<file path="config.mk">
export PLATFORM = sky130hd
export DESIGN_NAME = sign_mag_operand_loader
export DESIGN_NICKNAME = d
export VERILOG_FILES = /design/src/rtl/sign_mag_operand_loader.sv
export SDC_FILE = /design/constraint.sdc
export NUM_CORES = 1
export LEC_CHECK = 0
export ABC_AREA = 1
export CORE_UTILIZATION = 39
export DETAILED_ROUTE_END_ITERATION = 10
export PLACE_DENSITY = 0.8
export SETUP_SLACK_MARGIN = 0.1
export SYNTH_ARGS = -nofsm -noshare
export SYNTH_HDL_FRONTEND = slang
export SYNTH_SLANG_ARGS = --single-unit
</file>
<file path="constraint.sdc">
create_clock -name clk -period 2.42 [get_ports clk]
set_clock_uncertainty 0.05 [all_clocks]
set_input_delay 0.484 -clock clk [delete_from_list [all_inputs] [get_ports clk]]
set_output_delay 0.484 -clock clk [all_outputs]
set_load 0.02 [all_outputs]
</file>
<file path="src/rtl/sign_mag_operand_loader.sv">
// Two's-complement to sign-magnitude operand loader.
// Gathers words into an A/B pair and holds the pair under a valid/ready handshake.
module sign_mag_operand_loader #(
  parameter int N = 4
) (
  input  logic         clk,
  input  logic         reset_n,
  input  logic [N-1:0] din,
  input  logic         din_valid,
  output logic         din_ready,
  output logic [N-1:0] A,
  output logic [N-1:0] B,
  output logic         ops_valid,
  input  logic         ops_ready,
  output logic         sat_a,
  output logic         sat_b
);

  typedef enum logic [1:0] {
    S_A   = 2'd0,
    S_B   = 2'd1,
    S_OUT = 2'd2
  } state_t;

  localparam logic [N-2:0] MAG_ONE = 1;

  state_t       state_q, state_d;
  logic [N-1:0] a_q, a_d;
  logic [N-1:0] b_q, b_d;
  logic         sat_a_q, sat_a_d;
  logic         sat_b_q, sat_b_d;

  logic [N-1:0] conv_word;
  logic         conv_sat;
  logic         din_fire;
  logic         ops_fire;

  // The most negative word has no positive counterpart, so it clips to max magnitude.
  always_comb begin
    conv_word = {1'b0, din[N-2:0]};
    conv_sat  = 1'b0;
    if (din[N-1]) begin
      if (din[N-2:0] == '0) begin
        conv_word = '1;
        conv_sat  = 1'b1;
      end else begin
        conv_word = {1'b1, ~din[N-2:0] + MAG_ONE};
      end
    end
  end

  assign ops_valid = (state_q == S_OUT);
  assign din_ready = (state_q != S_OUT) | ops_ready;
  assign din_fire  = din_valid & din_ready;
  assign ops_fire  = ops_valid & ops_ready;

  always_comb begin
    state_d = state_q;
    a_d     = a_q;
    b_d     = b_q;
    sat_a_d = sat_a_q;
    sat_b_d = sat_b_q;
    case (state_q)
      S_A: begin
        if (din_fire) begin
          a_d     = conv_word;
          sat_a_d = conv_sat;
          state_d = S_B;
        end
      end
      S_B: begin
        if (din_fire) begin
          b_d     = conv_word;
          sat_b_d = conv_sat;
          state_d = S_OUT;
        end
      end
      S_OUT: begin
        if (ops_fire) begin
          if (din_fire) begin
            a_d     = conv_word;
            sat_a_d = conv_sat;
            state_d = S_B;
          end else begin
            state_d = S_A;
          end
        end
      end
      default: state_d = S_A;
    endcase
  end

  always_ff @(posedge clk) begin
    if (!reset_n) begin
      state_q <= S_A;
      a_q     <= '0;
      b_q     <= '0;
      sat_a_q <= 1'b0;
      sat_b_q <= 1'b0;
    end else begin
      state_q <= state_d;
      a_q     <= a_d;
      b_q     <= b_d;
      sat_a_q <= sat_a_d;
      sat_b_q <= sat_b_d;
    end
  end

  assign A     = a_q;
  assign B     = b_q;
  assign sat_a = sat_a_q;
  assign sat_b = sat_b_q;

endmodule

</file>
### Word level (Yosys, flattened, before mapping)

Cells that the tools add are included.

| storage, ports and cells | value |
|---|---|
| bits in registers | 12 |
| bits of input ports | 8 |
| output and inout bits | 12 |
| logic and storage cells | 37 |

| operators by class | value |
|---|---|
| add/subtract/negate cells | 1 |
| eq/ne operators | 6 |
| multiplexer cells | 15 |
| bitwise gates (word level) | 4 |
| reductions and logical operators | 6 |

Operator list:

| operator | number |
|---|---|
| two-way mux 4 bit | 3 |
| case mux 4 bit (2 select lines) | 1 |
| two-way mux 2 bit | 3 |
| != test 2 bit (second input constant) | 3 |
| case mux 2 bit (3 select lines) | 1 |
| two-way mux 1 bit | 5 |
| AND reduction 2 bit | 2 |
| adder 3 x 1 -> 3 bit (second input constant) | 1 |
| logical NOT 3 bit | 1 |
| two-way mux 3 bit | 1 |
| NOT 3 bit | 1 |
| AND reduction 3 bit | 1 |
| bitwise AND 1 bit | 2 |
| == test 2 x 1 -> 1 bit (second input constant) | 1 |
| == test 2 bit (second input constant) | 1 |
| logical NOT 2 bit | 1 |
| != test 2 x 1 -> 1 bit (second input constant) | 1 |
| case mux 1 bit (2 select lines) | 1 |
| nonzero test 2 bit | 1 |
| bitwise OR 1 bit | 1 |

### Logic depth before layout (Yosys ltp)

Gate-level depths: netlist (run 1).

| logic depth | value |
|---|---|
| word-level depth | 7 |
| gate-level depth with buffers | 8 |
| gate-level depth less buffers | 8 |

### Least setup slack after synthesis (run 1)

OpenSTA, ideal clock, no wires.

| path | value |
|---|---|
| path type | input to register |
| start | in din[0] |
| end | reg b_q[1], in the netlist B[1] |
| library setup time | 0.116 ns |
| arrival time | 1.091 ns |
| data required time | 2.254 ns |
| slack | 1.163 ns |
| stages on the path | 8 |
| path buffers | 0 |
| cell sequence | inv_1 ha_1 inv_1 nand2_1 nand2_1 nand2_1 nor2_1 nor2_1 |

| on the way | value |
|---|---|
| cells in the longest elaborated chain, start to end | 4 |
| elaborated cells between the ends (all ways) | 5 |
| those cells by class | add/sub: 1; mux: 2; bitwise: 1; reduce/logical: 1 |

Ends and longest elaborated chain:

| what | RTL line | source |
|---|---|---|
| from (decl) | 8 | `input logic [N-1:0] din,` |
| NOT 3 bit | 47 | `conv_word = {1'b1, ~din[N-2:0] + MAG_ONE};` |
| adder 3 x 1 -> 3 bit | 47 |  |
| two-way mux 3 bit (*) | 43 | `if (din[N-2:0] == '0) begin` |
| two-way mux 4 bit (*) | 42 | `if (din[N-1]) begin` |
| to (signal assigned) | 97 | `b_q <= '0;` |
| to (signal assigned) | 103 | `b_q <= b_d;` |
| to (decl) | 29 | `logic [N-1:0] b_q, b_d;` |

Mark *: on every way between the ends. The rest lies on a longest branch, timed or not.
A chain may end at the register's enable or synchronous reset.

### Final worst setup path (run 1)

| path | value |
|---|---|
| start | reg state_q[1] |
| end | out ops_valid |

| on the way | value |
|---|---|
| cells in the longest elaborated chain, start to end | 1 |

Ends and longest elaborated chain:

| what | RTL line | source |
|---|---|---|
| from (decl) | 27 | `state_t state_q, state_d;` |
| from (signal assigned) | 101 | `state_q <= state_d;` |
| == test 2 bit | 52 | `assign ops_valid = (state_q == S_OUT);` |
| to (decl) | 13 | `output logic ops_valid,` |

Every way passes these cells.

==> results of run 1 <==
## synthesized netlist by cell type
library cell,n
buf_2,1
inv_2,1
nand3_4,1
inv_1,14
nand2_4,1
nor2_1,18
nand3_1,3
dfxtp_1,12
nand2_1,17
a21oi_1,4
o21ai_0,6
and2_2,1
ha_1,1
nor2_4,2
## where the power goes
| group | switching, mW | total (mW) | internal [mW] |
|---|---|---|---|
| Clock | 0.0683 | 0.160 | 0.0914 |
| Sequential | 0.00797 | 0.220 | 0.212 |
| Combinational | 0.0582 | 0.108 | 0.0499 |
## timing repair
item,4_1_cts,5_1_grt
endpoints found under the setup margin,0,1
hold endpoints to repair,0,0
gates resized for setup,0,1
## routing by layer
metal | up-vias | share of wire (%) | wire (um) | GRT usage [%]
met2 | 20 | 49 | 548 | 29.0
li1 | 292 | - | - | -
met3 | 2 | 6.9 | 78 | 8.33
met1 | 238 | 44 | 491 | 17.8
met5 | - | 0 | 0 | 0
met4 | 0 | 0.80 | 9 | 7.50
## how the worst max path moves through the flow
| stage | startpoint | endpoint | slack (ns) | depth (start not counted) |
|---|---|---|---|---|
| 3_3_place_gp | ops_ready | din_ready | 0.17 | 4 |
| 5_1_grt | state_q[1] | ops_valid | 0.42 | 3 |
| 6_report | state_q[1] | ops_valid | 0.50 | 3 |
| 4_1_cts | ops_ready | din_ready | 0.16 | 4 |
| 3_5_place_dp | ops_ready | din_ready | 0.15 | 4 |
| 2_1_floorplan | din[0] | B[1] | 1.16 | 8 |
## layout make-up
cell class	count	share of cell area, %
well taps	15	2.31
repair buffers	19	23.7
inverters	15	6.93
multi-input cells	54	33.0
flip-flops and latches	12	29.6
clock buffers	4	4.47
## registers in the layout (all words and copies together) (netlist names)
signal   flops
sat_a        1
state_q      2
A            4
B            4
sat_b        1
## worst max-delay path, cell delays in order (launching register included)
cell and delay (ns):
dfxtp_1 0.37, inv_1 0.06, nor2_1 0.08, clkdlybuf4s50_1 0.60
## stage by stage
step                      power [mW]  cells  hold WS, ns
final                          0.488    119        0.438
after detailed placement       0.333    115        0.429
after global routing           0.517    119        0.483
after global placement         0.330    115        0.419
after floorplan                0.287     82        0.524
after CTS                      0.494    119        0.450
## cells by family after synthesis
kind of cell / count (synthesis) / share of synthesized area [%]
adder cells (fa/ha/maj): 1 / 2.20
AO/OA/AOI/OAI: 10 / 8.79
AND/OR/NAND/NOR: 43 / 36.0
buffers and inverters: 16 / 10.8
flip-flops: 12 / 42.2
==> results.py, run 1 <==
metrics = {
    "run_status": {
        "status": "finished, final reports clean",
    },
    "worst_setup_path": {
        "worstRegToRegCells": 5,
        "crit_arrival_ns": 1.38,
        "rr_endpoint": "B[2]",
        "worstSetupEndpointType": "output pin",
        "required_ns": 1.89,
        "critPathMaxFanout": 2,
        "r2r_start": "state_q[0]",
        "r2r_setup_slack_ns": 1.29,
        "start_kind": "register",
        "crit_type": "reg -> out",
    },
    "hold_path": {
        "min_to": "sat_a",
        "min_from": "sat_a",
        "whs_path_depth": 2,
        "min_path_type": "reg -> reg",
    },
    "clock_network": {
        "postCtsSetupRepairBufs": 0,
        "cts_hold_buf": 0,
        "root_buffer": "clkbuf_4",
        "clk_path_buf_depth": 2,
        "cts_tree": "built",
        "clock_sinks": 12,
        "clk_latency_ns": 0.27,
        "cts_buffers": 3,
        "path_clk_slew_ns": 0.08,
        "h-tree-depth": 1,
    },
    "die": {
        "die_x_um": 40.2,
        "die_area_mm2": 0.00162,
        "dieHeight_um": 40.2,
        "io_pins": 20,
        "core_mm2": 0.00133,
        "start_util_pct": 42.7,
        "rows": 13,
    },
    "synthesis": {
        "syn_area_per_cell_um2": 6.94,
        "ys_warn_count": 0,
        "synth_fp_nets": 91,
        "syn-cell-area_um2": 569,
        "synth_cells": 82,
        "synth-seq-area-share_pct": 42.2,
        "yosysTopAreaCell": "dfxtp_1",
        "synth_top_area_share_pct": 42.2,
        "ys_ff_latch": 12,
        "synthTopCellsByArea": "dfxtp_1 (42%), nor2_1 (12%), nand2_1 (11%), inv_1 (9.2%), o21ai_0 (5.3%)",
        "ys_types": 14,
    },
    "layout": {
        "fin_util_pct": 60.9,
        "final_cell_mix": "nor2_1 (18), clkdlybuf4s50_1 (18), nand2_1 (17)",
        "area_growth_pct": 42.6,
        "multiInputGateArea_um2": 268,
        "nets": 114,
        "regArea_um2": 240,
        "fillers": 131,
        "diodes": 0,
        "drive_gt1_share_pct": 9.62,
        "finalInstanceArea_um2": 812,
    },
    "route": {
        "via_count": 552,
        "viasPerCell": 4.64,
        "drtPass1Iterations": 4,
        "routed_wl_um": 1130,
        "route.detailed.drc": 0,
        "wl_per_cell_um": 9.48,
        "ant_nets": 0,
        "drt_iter0_drc": 10,
    },
    "sta": {
        "fmax_mhz": 521,
        "fin_tns_setup_ns": 0,
        "final-hold-violation-count": 0,
        "fin_crit_ns": 1.92,
        "post-route-period-util_pct": 79.2,
        "setup_violations": 0,
        "setup_ws_ns": 0.502,
        "max-slew-margin-rel_pct": 78.0,
        "rsz0062_at_grt": "no",
        "worstMarginPinSlew_ns": 0.329,
        "report.final.slew_viol_count": 0,
    },
    "global_route": {
        "grt_max_degree": 12,
        "grt_pass1_vias": 450,
        "grt_overflow": 0,
        "grt_pass1_wl_um": 1770,
        "groute.usage.overall_pct": 17.1,
        "antenna_found_initial": 0,
    },
    "pwr": {
        "power_density_mw_per_mm2": 600,
        "total_leakage_power_nw": 0.388,
        "peakVddDrop_v": 0.000358,
    },
    "placed_design": {
        "placed_area_um2": 773,
        "pre_cts_ws_ns": 0.153,
        "portBuffers": 19,
        "place.gp.congestion": 0.765,
        "dp_hpwl_um": 856,
    },
    "flow_run": {
        "cap_violations": 0,
    },
}
(Power assumes the default switching activity.)
==> run 2, diff against run 1 <==
Clock period 2.42 ns to 1.8 ns, I/O delays scaled along.
==> results.py, run 2 (same netlist as run 1, synthesis figures left out) <==
metrics = {
    "layout": {
        "fillers": 135,
        "layout_commonest_cell": "nor2_1",
        "regArea_um2": 240,
        "multiInputGateArea_um2": 268,
        "drive_gt1_share_pct": 9.62,
        "diodes": 0,
        "area_growth_pct": 40.9,
        "finalInstanceArea_um2": 802,
        "final_cell_mix": "nor2_1 (18), nand2_1 (17), clkdlybuf4s50_1 (17)",
        "fin_util_pct": 60.1,
        "nets": 115,
    },
    "sta": {
        "post-route-period-util_pct": 91.5,
        "worstMarginPinSlew_ns": 0.332,
        "whs_ns": 0.433,
        "fin_crit_ns": 1.65,
        "final-hold-violation-count": 0,
        "max-slew-margin-rel_pct": 77.8,
        "report.final.slew_viol_count": 0,
        "rsz0062_at_grt": "no",
        "fmax_mhz": 607,
        "setup_violations": 0,
    },
    "die": {
        "dieHeight_um": 40.2,
        "io_pins": 20,
        "start_util_pct": 42.7,
        "die_x_um": 40.2,
        "die_area_mm2": 0.00162,
        "rows": 13,
        "core_mm2": 0.00133,
    },
    "placed_design": {
        "dp_hpwl_um": 839,
        "placed_area_um2": 781,
        "portBuffers": 19,
        "place.gp.congestion": 0.739,
    },
    "hold_path": {
        "whs_path_depth": 2,
        "min_from": "A[3]",
        "min_to": "A[3]",
        "min_path_type": "reg -> reg",
    },
    "worst_setup_path": {
        "rr_endpoint": "A[0]",
        "worstSetupEndpointType": "output pin",
        "required_ns": 1.39,
        "path_cells": "clkdlybuf4s50_1 -> inv_1 -> nand3_4 -> clkdlybuf4s15_1",
        "critPathMaxFanout": 2,
        "max_stage_delay_ns": 0.45,
        "crit_type": "in -> out",
        "r2r_start": "state_q[0]",
        "r2r_setup_slack_ns": 0.68,
        "crit_arrival_ns": 1.24,
        "start_kind": "input port",
        "crit_slowest_cell": "clkdlybuf4s50_1",
        "worstRegToRegCells": 6,
    },
    "clock_network": {
        "clock_sinks": 12,
        "postCtsSetupRepairBufs": 0,
        "h-tree-depth": 1,
        "cts_tree": "built",
        "cts_buffers": 3,
        "cts_hold_buf": 0,
        "clk_latency_ns": 0.26,
        "clk_path_buf_depth": 2,
        "root_buffer": "clkbuf_4",
        "path_clk_slew_ns": 0.07,
    },
    "route": {
        "via_count": 524,
        "route.detailed.drc": 0,
        "drtPass1Iterations": 4,
        "ant_nets": 0,
        "viasPerCell": 4.40,
        "routed_wl_um": 1120,
        "drt_iter0_drc": 7,
        "wl_per_cell_um": 9.38,
    },
    "global_route": {
        "antenna_found_initial": 0,
        "grt_overflow": 0,
        "grt_pass1_vias": 424,
        "groute.usage.overall_pct": 16.1,
        "grt_max_degree": 12,
        "grt_pass1_wl_um": 1700,
    },
    "pwr": {
        "peakVddDrop_v": 0.000528,
        "total_leakage_power_nw": 0.389,
        "power_density_mw_per_mm2": 747,
    },
    "run_status": {
        "status": "finished, final reports clean",
    },
    "flow_run": {
        "cap_violations": 0,
    },
}
run 2: changes by cell type in the layout (fill, tap and decap cells not counted), sizes merged:
| cell | change |
|---|---|
| buf | +1 |
| clkbuf | -1 |
| clkdlybuf4s15 | +1 |
| clkdlybuf4s50 | -1 |
| dlygate4sd2 | +1 |
| dlymetal6s2s | -1 |
run 2: what timing repair did:
action                                 CTS  global route
setup endpoints to repair                2             1
gates resized for setup                  2             1
pin swaps                                0             0
endpoints found under the hold margin    0             0
run 2: metal layers:
layer,track usage (%),vias to the layer above,routed length [um]
met5,0,-,0
met2,28.2,11,553
met1,18.5,222,507
met3,5.00,0,56
li1,-,291,-
met4,5.00,0,0
run 2: worst max-delay path, delay by kind of cell:
| family | cells | cell delay [ns] |
|---|---|---|
| buffers and inverters | 3 | 0.80 |
| AND/OR/NAND/NOR | 1 | 0.07 |
run 2: cell type report:
class / instances / area share, %
multi-input combinational: 54 / 33.4
sequential: 12 / 30.0
tap: 15 / 2.34
clock buffer: 3 / 2.81
timing repair buffer: 20 / 24.5
inverter: 15 / 7.02
run 2: power by group:
part / total (mW) / internal (mW) / switching (mW)
Combinational: 0.145 / 0.0671 / 0.0781
Clock: 0.158 / 0.0772 / 0.0807
Sequential: 0.296 / 0.285 / 0.0109
run 2: worst max path at each step:
stage,start,end,slack (ns)
2_1_floorplan,din[0],B[1],0.67
3_3_place_gp,ops_ready,din_ready,-0.14
3_5_place_dp,ops_ready,din_ready,-0.15
4_1_cts,ops_ready,din_ready,0.11
5_1_grt,ops_ready,din_ready,0.10
6_report,ops_ready,din_ready,0.15
run 2: stage by stage:
step	setup TNS, ns	std cells	worst slack (ns)	total power, mW
after floorplan	0	82	0.667	0.386
after global placement	-0.140	116	-0.140	0.445
after detailed placement	-0.147	116	-0.147	0.448
after CTS	0	119	0.114	0.609
after global routing	0	119	0.102	0.635
final	0	119	0.153	0.599
==> run 3, diff against run 2 <==
Settings changed: CTS_CLUSTER_DIAMETER set to 200.
==> results of run 3 <==
The final DEF is identical to that of run 2; final timing and power are the same.
